<file path="config.mk">
export PLATFORM = sky130hd
export DESIGN_NAME = snitch_dma_event_monitor
export DESIGN_NICKNAME = d
export VERILOG_FILES = /design/src/rtl/snitch_dma_event_monitor.sv
export SDC_FILE = /design/constraint.sdc
export NUM_CORES = 1
export LEC_CHECK = 0
export CORE_MARGIN = 3
export CORE_UTILIZATION = 45
export DETAILED_ROUTE_END_ITERATION = 8
export GPL_ROUTABILITY_DRIVEN = 0
export PLACE_DENSITY_LB_ADDON = 0.3
export SLEW_MARGIN = 20
export SYNTH_ARGS = -nofsm -noshare
export SYNTH_HDL_FRONTEND = slang
export SYNTH_SLANG_ARGS = --single-unit
</file>
<file path="constraint.sdc">
create_clock -name clk_i -period 2.9 [get_ports clk_i]
set_clock_uncertainty 0.15 [all_clocks]
set_input_delay 0.58 -clock clk_i [delete_from_list [all_inputs] [get_ports clk_i]]
set_output_delay 0.58 -clock clk_i [all_outputs]
set_load 0.05 [all_outputs]
</file>
<file path="src/rtl/snitch_dma_event_monitor.sv">
// Per-channel DMA event monitor: turns AXI and data-buffer handshakes of one
// backend channel into registered one-cycle event strobes for perf counters.
module snitch_dma_event_monitor #(
  parameter int unsigned DataWidth      = 512,
  parameter int unsigned MaxOutstanding = 16
) (
  input  logic                                  clk_i,
  input  logic                                  rst_i,
  input  logic                                  clear_i,
  input  logic                                  aw_valid_i,
  input  logic                                  aw_ready_i,
  input  logic [7:0]                            aw_len_i,
  input  logic [2:0]                            aw_size_i,
  input  logic                                  ar_valid_i,
  input  logic                                  ar_ready_i,
  input  logic [7:0]                            ar_len_i,
  input  logic [2:0]                            ar_size_i,
  input  logic                                  w_valid_i,
  input  logic                                  w_ready_i,
  input  logic [DataWidth/8-1:0]                w_strb_i,
  input  logic                                  r_valid_i,
  input  logic                                  r_ready_i,
  input  logic                                  r_last_i,
  input  logic                                  b_valid_i,
  input  logic                                  b_ready_i,
  input  logic                                  buf_w_valid_i,
  input  logic                                  buf_w_ready_i,
  input  logic                                  buf_r_valid_i,
  input  logic                                  buf_r_ready_i,
  input  logic                                  backend_busy_i,
  output logic                                  aw_stall_o,
  output logic                                  ar_stall_o,
  output logic                                  w_stall_o,
  output logic                                  r_stall_o,
  output logic                                  buf_w_stall_o,
  output logic                                  buf_r_stall_o,
  output logic                                  aw_done_o,
  output logic                                  ar_done_o,
  output logic                                  w_done_o,
  output logic                                  r_done_o,
  output logic                                  b_done_o,
  output logic [7:0]                            aw_len_o,
  output logic [7:0]                            ar_len_o,
  output logic [2:0]                            aw_size_o,
  output logic [2:0]                            ar_size_o,
  output logic [$clog2(DataWidth/8):0]          num_bytes_written_o,
  output logic                                  dma_busy_o,
  output logic                                  err_o
);

  localparam int unsigned StrbWidth = DataWidth / 8;
  localparam int unsigned NbWidth   = $clog2(StrbWidth) + 1;
  localparam int unsigned CntWidth  = $clog2(MaxOutstanding + 1);

  function automatic logic [NbWidth-1:0] popcount(input logic [StrbWidth-1:0] strb);
    logic [NbWidth-1:0] cnt;
    cnt = '0;
    for (int i = 0; i < StrbWidth; i++) begin
      cnt = cnt + {{(NbWidth-1){1'b0}}, strb[i]};
    end
    return cnt;
  endfunction

  // Returns {limit_error, next_count}; simultaneous inc/dec cancels out.
  function automatic logic [CntWidth:0] cnt_update(input logic [CntWidth-1:0] cnt,
                                                   input logic inc, input logic dec);
    logic [CntWidth:0] res;
    res = {1'b0, cnt};
    if (inc && !dec) begin
      if (cnt == CntWidth'(MaxOutstanding)) res = {1'b1, cnt};
      else                                  res = {1'b0, cnt + CntWidth'(1)};
    end else if (dec && !inc) begin
      if (cnt == '0) res = {1'b1, cnt};
      else           res = {1'b0, cnt - CntWidth'(1)};
    end else begin
      res = {1'b0, cnt};
    end
    return res;
  endfunction

  logic                aw_hs_s, ar_hs_s, w_hs_s, r_hs_s, b_hs_s;
  logic [CntWidth-1:0] wr_cnt_r, rd_cnt_r, wr_cnt_next_s, rd_cnt_next_s;
  logic [CntWidth:0]   wr_upd_s, rd_upd_s;
  logic                err_next_s;

  assign aw_hs_s = aw_valid_i & aw_ready_i;
  assign ar_hs_s = ar_valid_i & ar_ready_i;
  assign w_hs_s  = w_valid_i  & w_ready_i;
  assign r_hs_s  = r_valid_i  & r_ready_i;
  assign b_hs_s  = b_valid_i  & b_ready_i;

  // Outstanding-transaction accounting; clear overrides same-cycle handshakes.
  always_comb begin
    wr_upd_s      = cnt_update(wr_cnt_r, aw_hs_s, b_hs_s);
    rd_upd_s      = cnt_update(rd_cnt_r, ar_hs_s, r_hs_s & r_last_i);
    wr_cnt_next_s = wr_cnt_r;
    rd_cnt_next_s = rd_cnt_r;
    err_next_s    = err_o;
    if (clear_i) begin
      wr_cnt_next_s = '0;
      rd_cnt_next_s = '0;
      err_next_s    = 1'b0;
    end else begin
      wr_cnt_next_s = wr_upd_s[CntWidth-1:0];
      rd_cnt_next_s = rd_upd_s[CntWidth-1:0];
      err_next_s    = err_o | wr_upd_s[CntWidth] | rd_upd_s[CntWidth];
    end
  end

  // Output and counter registers.
  always_ff @(posedge clk_i or posedge rst_i) begin
    if (rst_i) begin
      wr_cnt_r            <= '0;
      rd_cnt_r            <= '0;
      err_o               <= 1'b0;
      aw_stall_o          <= 1'b0;
      ar_stall_o          <= 1'b0;
      w_stall_o           <= 1'b0;
      r_stall_o           <= 1'b0;
      buf_w_stall_o       <= 1'b0;
      buf_r_stall_o       <= 1'b0;
      aw_done_o           <= 1'b0;
      ar_done_o           <= 1'b0;
      w_done_o            <= 1'b0;
      r_done_o            <= 1'b0;
      b_done_o            <= 1'b0;
      aw_len_o            <= 8'd0;
      ar_len_o            <= 8'd0;
      aw_size_o           <= 3'd0;
      ar_size_o           <= 3'd0;
      num_bytes_written_o <= '0;
      dma_busy_o          <= 1'b0;
    end else begin
      wr_cnt_r            <= wr_cnt_next_s;
      rd_cnt_r            <= rd_cnt_next_s;
      err_o               <= err_next_s;
      aw_stall_o          <= aw_valid_i & ~aw_ready_i;
      ar_stall_o          <= ar_valid_i & ~ar_ready_i;
      w_stall_o           <= w_valid_i & ~w_ready_i;
      r_stall_o           <= r_valid_i & ~r_ready_i;
      buf_w_stall_o       <= buf_w_valid_i & ~buf_w_ready_i;
      buf_r_stall_o       <= buf_r_valid_i & ~buf_r_ready_i;
      aw_done_o           <= aw_hs_s;
      ar_done_o           <= ar_hs_s;
      w_done_o            <= w_hs_s;
      r_done_o            <= r_hs_s;
      b_done_o            <= b_hs_s;
      aw_len_o            <= aw_hs_s ? aw_len_i  : 8'd0;
      ar_len_o            <= ar_hs_s ? ar_len_i  : 8'd0;
      aw_size_o           <= aw_hs_s ? aw_size_i : 3'd0;
      ar_size_o           <= ar_hs_s ? ar_size_i : 3'd0;
      num_bytes_written_o <= w_hs_s ? popcount(w_strb_i) : '0;
      dma_busy_o          <= backend_busy_i | (wr_cnt_next_s != '0) | (rd_cnt_next_s != '0);
    end
  end

endmodule

</file>
### Yosys cells after proc, flatten, opt, wreduce, memory -nomap -nowiden

Index checks and enable logic that the tools add are counted.

* memories: 0
* ROM bits: 0
* bits in registers: 52
* RAM bits: 0
* input bits: 105
* bits in latches: 0
* output and inout bits: 42
* word-level logic and storage cells: 139

* mux-type cells: 16
* div/mod/pow operators: 0
* magnitude comparators: 0
* shift-type cells: 0
* reductions and logical operators: 12
* add/subtract/negate cells: 67
* $mul: 0
* equal/unequal tests: 2
* bitwise logic cells: 22

Operators with widths (count)
* 7-bit by 1-bit adder with 7-bit output: 57
* 6-bit two-way mux: 8
* 8-bit two-way mux: 2
* 1-bit bitwise AND: 12
* 5-bit by 1-bit adder with 5-bit output, second input constant: 2
* 5-bit equality test, second input constant: 2
* 5-bit zero test: 2
* 5-bit two-way mux: 2
* 5-bit nonzero test: 2
* 5-bit by 1-bit subtractor with 5-bit output, second input constant: 2
* 6-bit by 1-bit adder with 7-bit output: 1
* 7-bit two-way mux: 1
* 5-bit by 1-bit adder with 6-bit output: 1
* 3-bit two-way mux: 2
* 1-bit inverter: 6
* 4-bit by 1-bit adder with 5-bit output: 1
* 3-bit by 1-bit adder with 4-bit output: 1
* 1-bit logical AND: 4
* 1-bit zero test: 4
* 1-bit bitwise OR: 4
* 2-bit by 1-bit adder with 3-bit output: 1
* 1-bit by 1-bit adder with 2-bit output: 1
* 1-bit two-way mux: 1

### Depth between registers and ports, before layout

Gate-level depths: netlist of run 1.

* word-level depth: 64
* depth in mapped cells: 21
* gate-level depth less buffers: 21

### Least setup slack after synthesis of run 1

Ideal clock, no wire load.

* path kind: input to register
* from: in w_strb_i[35]
* to: reg num_bytes_written_o[5]
* setup slack: -3.323 ns
* arrival: 5.949 ns
* setup time: 0.124 ns
* cell stages on the path: 21
* path through: inv_1 > fa_1 > inv_1 > fa_1 > fa_1 > inv_1 > fa_1 > inv_1 > fa_1 > fa_1 > fa_1 > inv_1 > fa_1 > inv_1 > ha_1 > a21o_1 > a21oi_1 > o21bai_1 > a21oi_1 > xor2_1 > nor2_1

* longest elaborated chain between the ends: 30

RTL lines
* start: declaration: line 20 `input logic [DataWidth/8-1:0] w_strb_i,`
* 7-bit by 1-bit adder with 7-bit output (29 in a row): line 59 `cnt = cnt + {{(NbWidth-1){1'b0}}, strb[i]};`
* 7-bit two-way mux: line 152 `num_bytes_written_o <= w_hs_s ? popcount(w_strb_i) : '0;`
* end signal: assignment: line 152
* end: declaration: line 46 `output logic [$clog2(DataWidth/8):0] num_bytes_written_o,`

Every way passes these cells.

### Worst setup path after layout of run 1

* from: in w_strb_i[37]
* to: reg num_bytes_written_o[5]

* longest elaborated chain between the ends: 28

RTL lines (line)
* 7-bit by 1-bit adder with 7-bit output (27 in a row): 59
* 7-bit two-way mux: 152

Every way passes these cells.

==> reports/qor.csv, run 1 <==
metric,value,unit
largest net degree at the start of global routing,23,
DIE WIDTH,99.11,µm
number of synthesized register bits,52,
total gr overflow,0,
"Worst Path Class, Setup",in -> reg,
worst endpoint required time,2.95,ns
Syn-to-layout area delta,48.24,%
DRC viols,0,
async set-or-reset flop fraction in the synthesized netlist,1.000,
launch point of the worst path,w_strb_i[37],
post-synthesis sequential area ratio,0.3335,
clk sinks,52,
GRT Overall Usage,0.2017,
final worst-path cycle share,2.044,
"commonest cells after routing, fill and taps aside","113 x clkdlybuf4s50_1, 68 x inv_1, 52 x dfrtp_1",
initial drt markers,117,
DP HPWL,8.111,mm
number of global-route vias before repair,3405,
Die Ht,99.11,µm
Initial Util,0.4701,
Syn Area/Cell,10.35,µm²
drt total wl,9.685,mm
number of synthesized flops with an enable pin,0,
Fin Hold WS,0.3985,ns
H-tree levels,2,
syn nets,555,
RSZ-0062 raised after global routing,true,
WL per Instance,14.74,µm
final hold viol count,0,
initial antenna violation count,0,
Buffers on Ports,146,
critical path startpoint category,input port,
top_reg_cell synth,dfrtp_1,
worst skew pair latency,0.30,ns
Row Count,33,
fin. max-slew vios,0,
# placed instances,646,
worst rel slew slack,0.6145,
CTS tree,done,
"Cell Area, Synth",3901,µm²
core area,8299,µm²
clk buf depth,2,
worst slew pin tran,0.5637,ns
Worst-path clk slew,0.11,ns
Synth cell types,47,
I/O pin count,147,
CTS buffer count,5,
Critical Path Sink Type,flip-flop,
DRT Pass-1 Iters,4,
Final Non-Filler Cells,657,
Via-to-Cell Ratio,4.875,
fin worst setup slack,-3.027,ns
Antenna Cells,0,
clock root cell,clkbuf_8,
first-pass GRT wire length,15.83,mm
Syn Inst Count,377,
Layout Nets,729,
Worst Path Arrival,5.98,ns
hold_sp,err_o,
endpoints failing setup,7,
Critical Path Fanout Max,2,
MaxCap Viol Count,0,
Final min period,5.927,ns
pre-CTS setup slack,-3.840,ns
placed cell area,5678,µm²
"commonest non-fill, non-tap cell in the layout",clkdlybuf4s50_1,
outcome,"complete, but fails checks",
failing checks,negative setup slack,
Achievable Freq,0.1687,GHz
Vias,3203,
HP Class,reg -> reg,
FF-to-FF Start,rd_cnt_r[0],
fin area,5783,µm²
die area,9823,µm²
synth warn,0,
share of cells above drive strength 1,0.2428,
number of routed nets with antenna violations,0,
==> kinds of logic (layout without fill, tap and decap cells) <==
logic type | count (synthesis) | in the layout | share of synthesized area
buf+inv | 116 | 291 | 0.1148
xor+xnor | 6 | 6 | 0.01347
mux | 2 | 2 | 0.005452
fa+ha+maj | 73 | 73 | 0.3380
compound gates | 39 | 39 | 0.06800
flops | 52 | 52 | 0.3335
simple gates | 89 | 89 | 0.1267
==> state kept, by name (all words and copies together) (netlist names) <==
name                 flops
w_stall_o                1
buf_w_stall_o            1
aw_len_o                 8
ar_stall_o               1
aw_size_o                3
buf_r_stall_o            1
ar_done_o                1
dma_busy_o               1
ar_size_o                3
ar_len_o                 8
rd_cnt_r                 5
r_stall_o                1
aw_done_o                1
b_done_o                 1
wr_cnt_r                 5
w_done_o                 1
num_bytes_written_o      7
r_done_o                 1
aw_stall_o               1
err_o                    1
==> final cells by class <==
cell class                      count  area, µm²
Clock buffer                        5      68.82
Clock inverter                      3      21.27
Fill cell                         625       2516
Inverter                          106      410.4
Multi-Input combinational cell    209       2262
Sequential cell                    52       1301
Tap cell                          105      131.4
Timing Repair Buffer              177       1588
==> per-stage QoR <==
stage          TNS, ns    util
6_report        -19.59  0.6968
5_1_grt         -20.53  0.6968
4_1_cts         -19.95  0.6906
3_5_place_dp    -25.34  0.6842
3_3_place_gp    -25.10  0.6842
2_1_floorplan   -19.54       -
==> cells in the mapped netlist, types with 2 or more instances <==
cell type / count / area (µm²)
a211oi_1: 4 / 30.03
a21o_1: 3 / 22.52
a21oi_1: 9 / 45.04
a311oi_1: 3 / 26.28
a31oi_1: 3 / 18.77
and3_1: 26 / 162.7
clkbuf_1: 7 / 26.28
dfrtp_1: 52 / 1301
fa_1: 54 / 1081
ha_1: 19 / 237.7
inv_1: 105 / 394.1
nand2_1: 12 / 45.04
nand2b_1: 2 / 12.51
nand3_1: 6 / 30.03
nor2_1: 15 / 56.30
nor2b_1: 9 / 56.30
nor3_1: 6 / 30.03
nor4b_1: 2 / 17.52
o21ai_0: 7 / 35.03
or3_1: 2 / 12.51
xnor2_1: 4 / 35.03
xor2_1: 2 / 17.52
==> worst max-delay path, cell delays in order <==
cell and delay [ns]:
buf_6 0.08, inv_4 0.03, fa_1 0.55, inv_2 0.04, fa_2 0.34, fa_1 0.55, inv_2 0.05, fa_1 0.52
inv_2 0.04, fa_1 0.51, fa_2 0.45, fa_1 0.53, inv_2 0.04, fa_1 0.53, inv_1 0.05, ha_1 0.28
a21o_1 0.17, a21oi_2 0.16, o21bai_1 0.08, a21oi_1 0.17, xor2_1 0.17, nor2_1 0.05
==> layer usage <==
| metal | GRT usage | routed length, µm | up-vias |
|---|---|---|---|
| met1 | 0.2298 | 3436 | 1551 |
| met5 | 0 | 0 | - |
| met2 | 0.3962 | 5453 | 128 |
| li1 | - | - | 1506 |
| met4 | 0.04622 | 204 | 0 |
| met3 | 0.02665 | 590 | 18 |
==> what timing repair did <==
action / in CTS / in global routing
gates resized for setup: 93 / 68
endpoints found under the hold margin: 0 / 0
setup endpoints to repair: 8 / 8
setup buffers: 1 / 2
cloned: 0 / 0
pin swaps: 39 / 57
hold buffers: 0 / 0
==> path summary, 6_finish.rpt <==
kind	end	slack [ns]	cells past startpoint
min in group asynchronous	num_bytes_written_o[0]	0.44	2
setup reg to reg	dma_busy_o	0.10	8
hold / removal	err_o	0.40	2
max in group asynchronous	ar_len_o[6]	1.55	3
hold reg to reg	err_o	0.40	2
setup / recovery	num_bytes_written_o[5]	-3.03	22
Power of run 1 is left out: the tool's default activity adds up to more than one toggle a clock period on the data nets, which glitch-free logic cannot reach.
==> inputs of run 2 (changes only) <==
Settings changed: HOLD_SLACK_MARGIN from default to 0.02.
==> results of run 2 <==
No change in the layout: final DEF, timing and power equal those of run 1.
Power of run 2 is left out for the same reason.
==> inputs of run 3 (changes only) <==
Settings changed: CORE_MARGIN 3 to default, CORE_UTILIZATION 45 to 49.
Clock period 2.9 ns to 7.1 ns, I/O delays scaled along.
==> run 3 against run 2 <==
Net effect: the flow now finishes without violations; wire length down 8.4%; flip-flop and latch count did not move; final cell count down 4.1%; register-to-register slack better by 4.0 ns; clock-buffer cell count rose by 1; non-clock buffer count shrank 24; critical path depth down 1; first-iteration DRC count fell by 45%; design area decreased by 1.2%; critical endpoint unchanged.
==> reports/qor.csv, run 3 (same netlist as run 1, synthesis figures left out) <==
metric,value,unit
Worst Path Arrival,6.91,ns
Syn-to-layout area delta,46.50,%
worst rel slew slack,0.4085,
Vias,3107,
fillers,513,
"commonest cells after routing, fill and taps aside","113 x clkdlybuf4s50_1, 78 x inv_1, 52 x dfrtp_1",
number of routed nets with antenna violations,0,
Buffers on Ports,146,
Layout Nets,705,
worst slew pin tran,0.8863,ns
clk sinks,52,
DRC viols,0,
MaxCap Viol Count,0,
drt total wl,8.867,mm
hold buffers post-CTS,0,
fin. max-slew vios,0,
initial antenna violation count,0,
final hold viol count,0,
Critical Path Sink Type,flip-flop,
clock root cell,clkbuf_8,
total gr overflow,0,
clk buf depth,2,
H-tree levels,2,
RSZ-0062 raised after global routing,false,
worst endpoint required time,7.14,ns
die area,8323,µm²
Final min period,6.863,ns
setup_tns,0,ns
worst skew pair latency,0.30,ns
number of global-route vias before repair,3187,
I/O pin count,147,
HP Class,reg -> reg,
DRT Pass-1 Iters,4,
endpoints failing setup,0,
Final Non-Filler Cells,630,
GRT Overall Usage,0.2217,
Die Ht,91.23,µm
CTS tree,done,
share of cells above drive strength 1,0.1080,
initial drt markers,64,
WL per Instance,14.07,µm
Antenna Cells,0,
"Worst Path Class, Setup",in -> reg,
largest net degree at the start of global routing,53,
core area,7727,µm²
reg2reg setup slack,4.11,ns
Critical Path Fanout Max,2,
Row Count,32,
# placed instances,620,
outcome,completed,
biggest regs,"ar_len_o: 8 flops, aw_len_o: 8 flops, num_bytes_written_o: 7 flops",
"commonest non-fill, non-tap cell in the layout",clkdlybuf4s50_1,
DP HPWL,7.078,mm
Via-to-Cell Ratio,4.932,
Initial Util,0.5049,
final worst-path cycle share,0.9667,
first-pass GRT wire length,14.41,mm
DIE WIDTH,91.23,µm
critical path startpoint category,input port,
Achievable Freq,0.1457,GHz
CTS buffer count,5,
Worst-path clk slew,0.10,ns
==> run 3: changes by cell type in the layout (fill, tap and decap cells not counted), sizes merged <==
| cell | previous run | this run |
|---|---|---|
| clkinvlp | 1 | 0 |
| bufinv | 0 | 1 |
| clkbuf | 17 | 6 |
| inv | 107 | 106 |
| dlymetal6s2s | 0 | 32 |
| dlygate4sd2 | 2 | 0 |
| clkdlybuf4s15 | 5 | 1 |
| buf | 45 | 7 |
==> run 3: metrics by stage <==
step	cell area (µm²)	setup slack (ns)	utilization	hold slack (ns)
3_3_place_gp	5478	-0.4718	0.7089	0.3439
6_report	5715	0.2367	0.7396	0.3951
4_1_cts	5614	0.01377	0.7265	0.3898
3_5_place_dp	5478	-0.6336	0.7089	0.3644
2_1_floorplan	3901	0.03730	-	0.4689
5_1_grt	5715	0.007318	0.7396	0.4326
==> run 3: timing repair <==
item | in CTS | in global routing
endpoints found under the hold margin | 0 | 0
pin swaps | 19 | 40
buffers inserted | 1 | 1
endpoints found under the setup margin | 4 | 4
resized for setup | 12 | 60
==> run 3: final timing paths <==
check / cells past startpoint / startpoint / end
max in group asynchronous: 2 / rst_i / rd_cnt_r[2]
hold reg to reg: 2 / err_o / err_o
hold / removal: 2 / err_o / err_o
min in group asynchronous: 2 / rst_i / aw_len_o[4]
setup / recovery: 21 / w_strb_i[35] / num_bytes_written_o[5]
setup reg to reg: 7 / wr_cnt_r[1] / dma_busy_o
==> run 3: layer usage <==
layer  GRT usage  part of all wire  up-vias
met3     0.03015             0.047       16
li1            -                 -     1463
met4     0.07275             0.024        0
met1      0.2465              0.35     1513
met2      0.4312              0.57      115
met5           0                 0        -
==> run 3: worst max-delay path: stages <==
cell            delay, ns
dlymetal6s2s_1       0.10
inv_2                0.05
fa_1                 0.55
inv_2                0.05
fa_2                 0.56
inv_2                0.04
fa_2                 0.53
fa_1                 0.44
fa_1                 0.56
fa_1                 0.43
fa_1                 0.49
fa_1                 0.51
inv_1                0.04
ha_2                 0.17
buf_4                0.13
a21o_1               0.15
a21oi_2              0.14
o21bai_1             0.09
a21oi_1              0.19
xor2_1               0.17
nor2_1               0.07
==> run 3: final cells by class <==
| type | count | area [µm²] | area share |
|---|---|---|---|
| clock buffer | 6 | 72.57 | 0.01270 |
| clock inverter | 2 | 38.79 | 0.006786 |
| inverter | 106 | 399.1 | 0.06983 |
| multi-input combinational | 209 | 2182 | 0.3818 |
| sequential | 52 | 1301 | 0.2277 |
| tap | 102 | 127.6 | 0.02233 |
| timing repair buffer | 153 | 1594 | 0.2789 |
Power of run 3 is left out for the same reason.
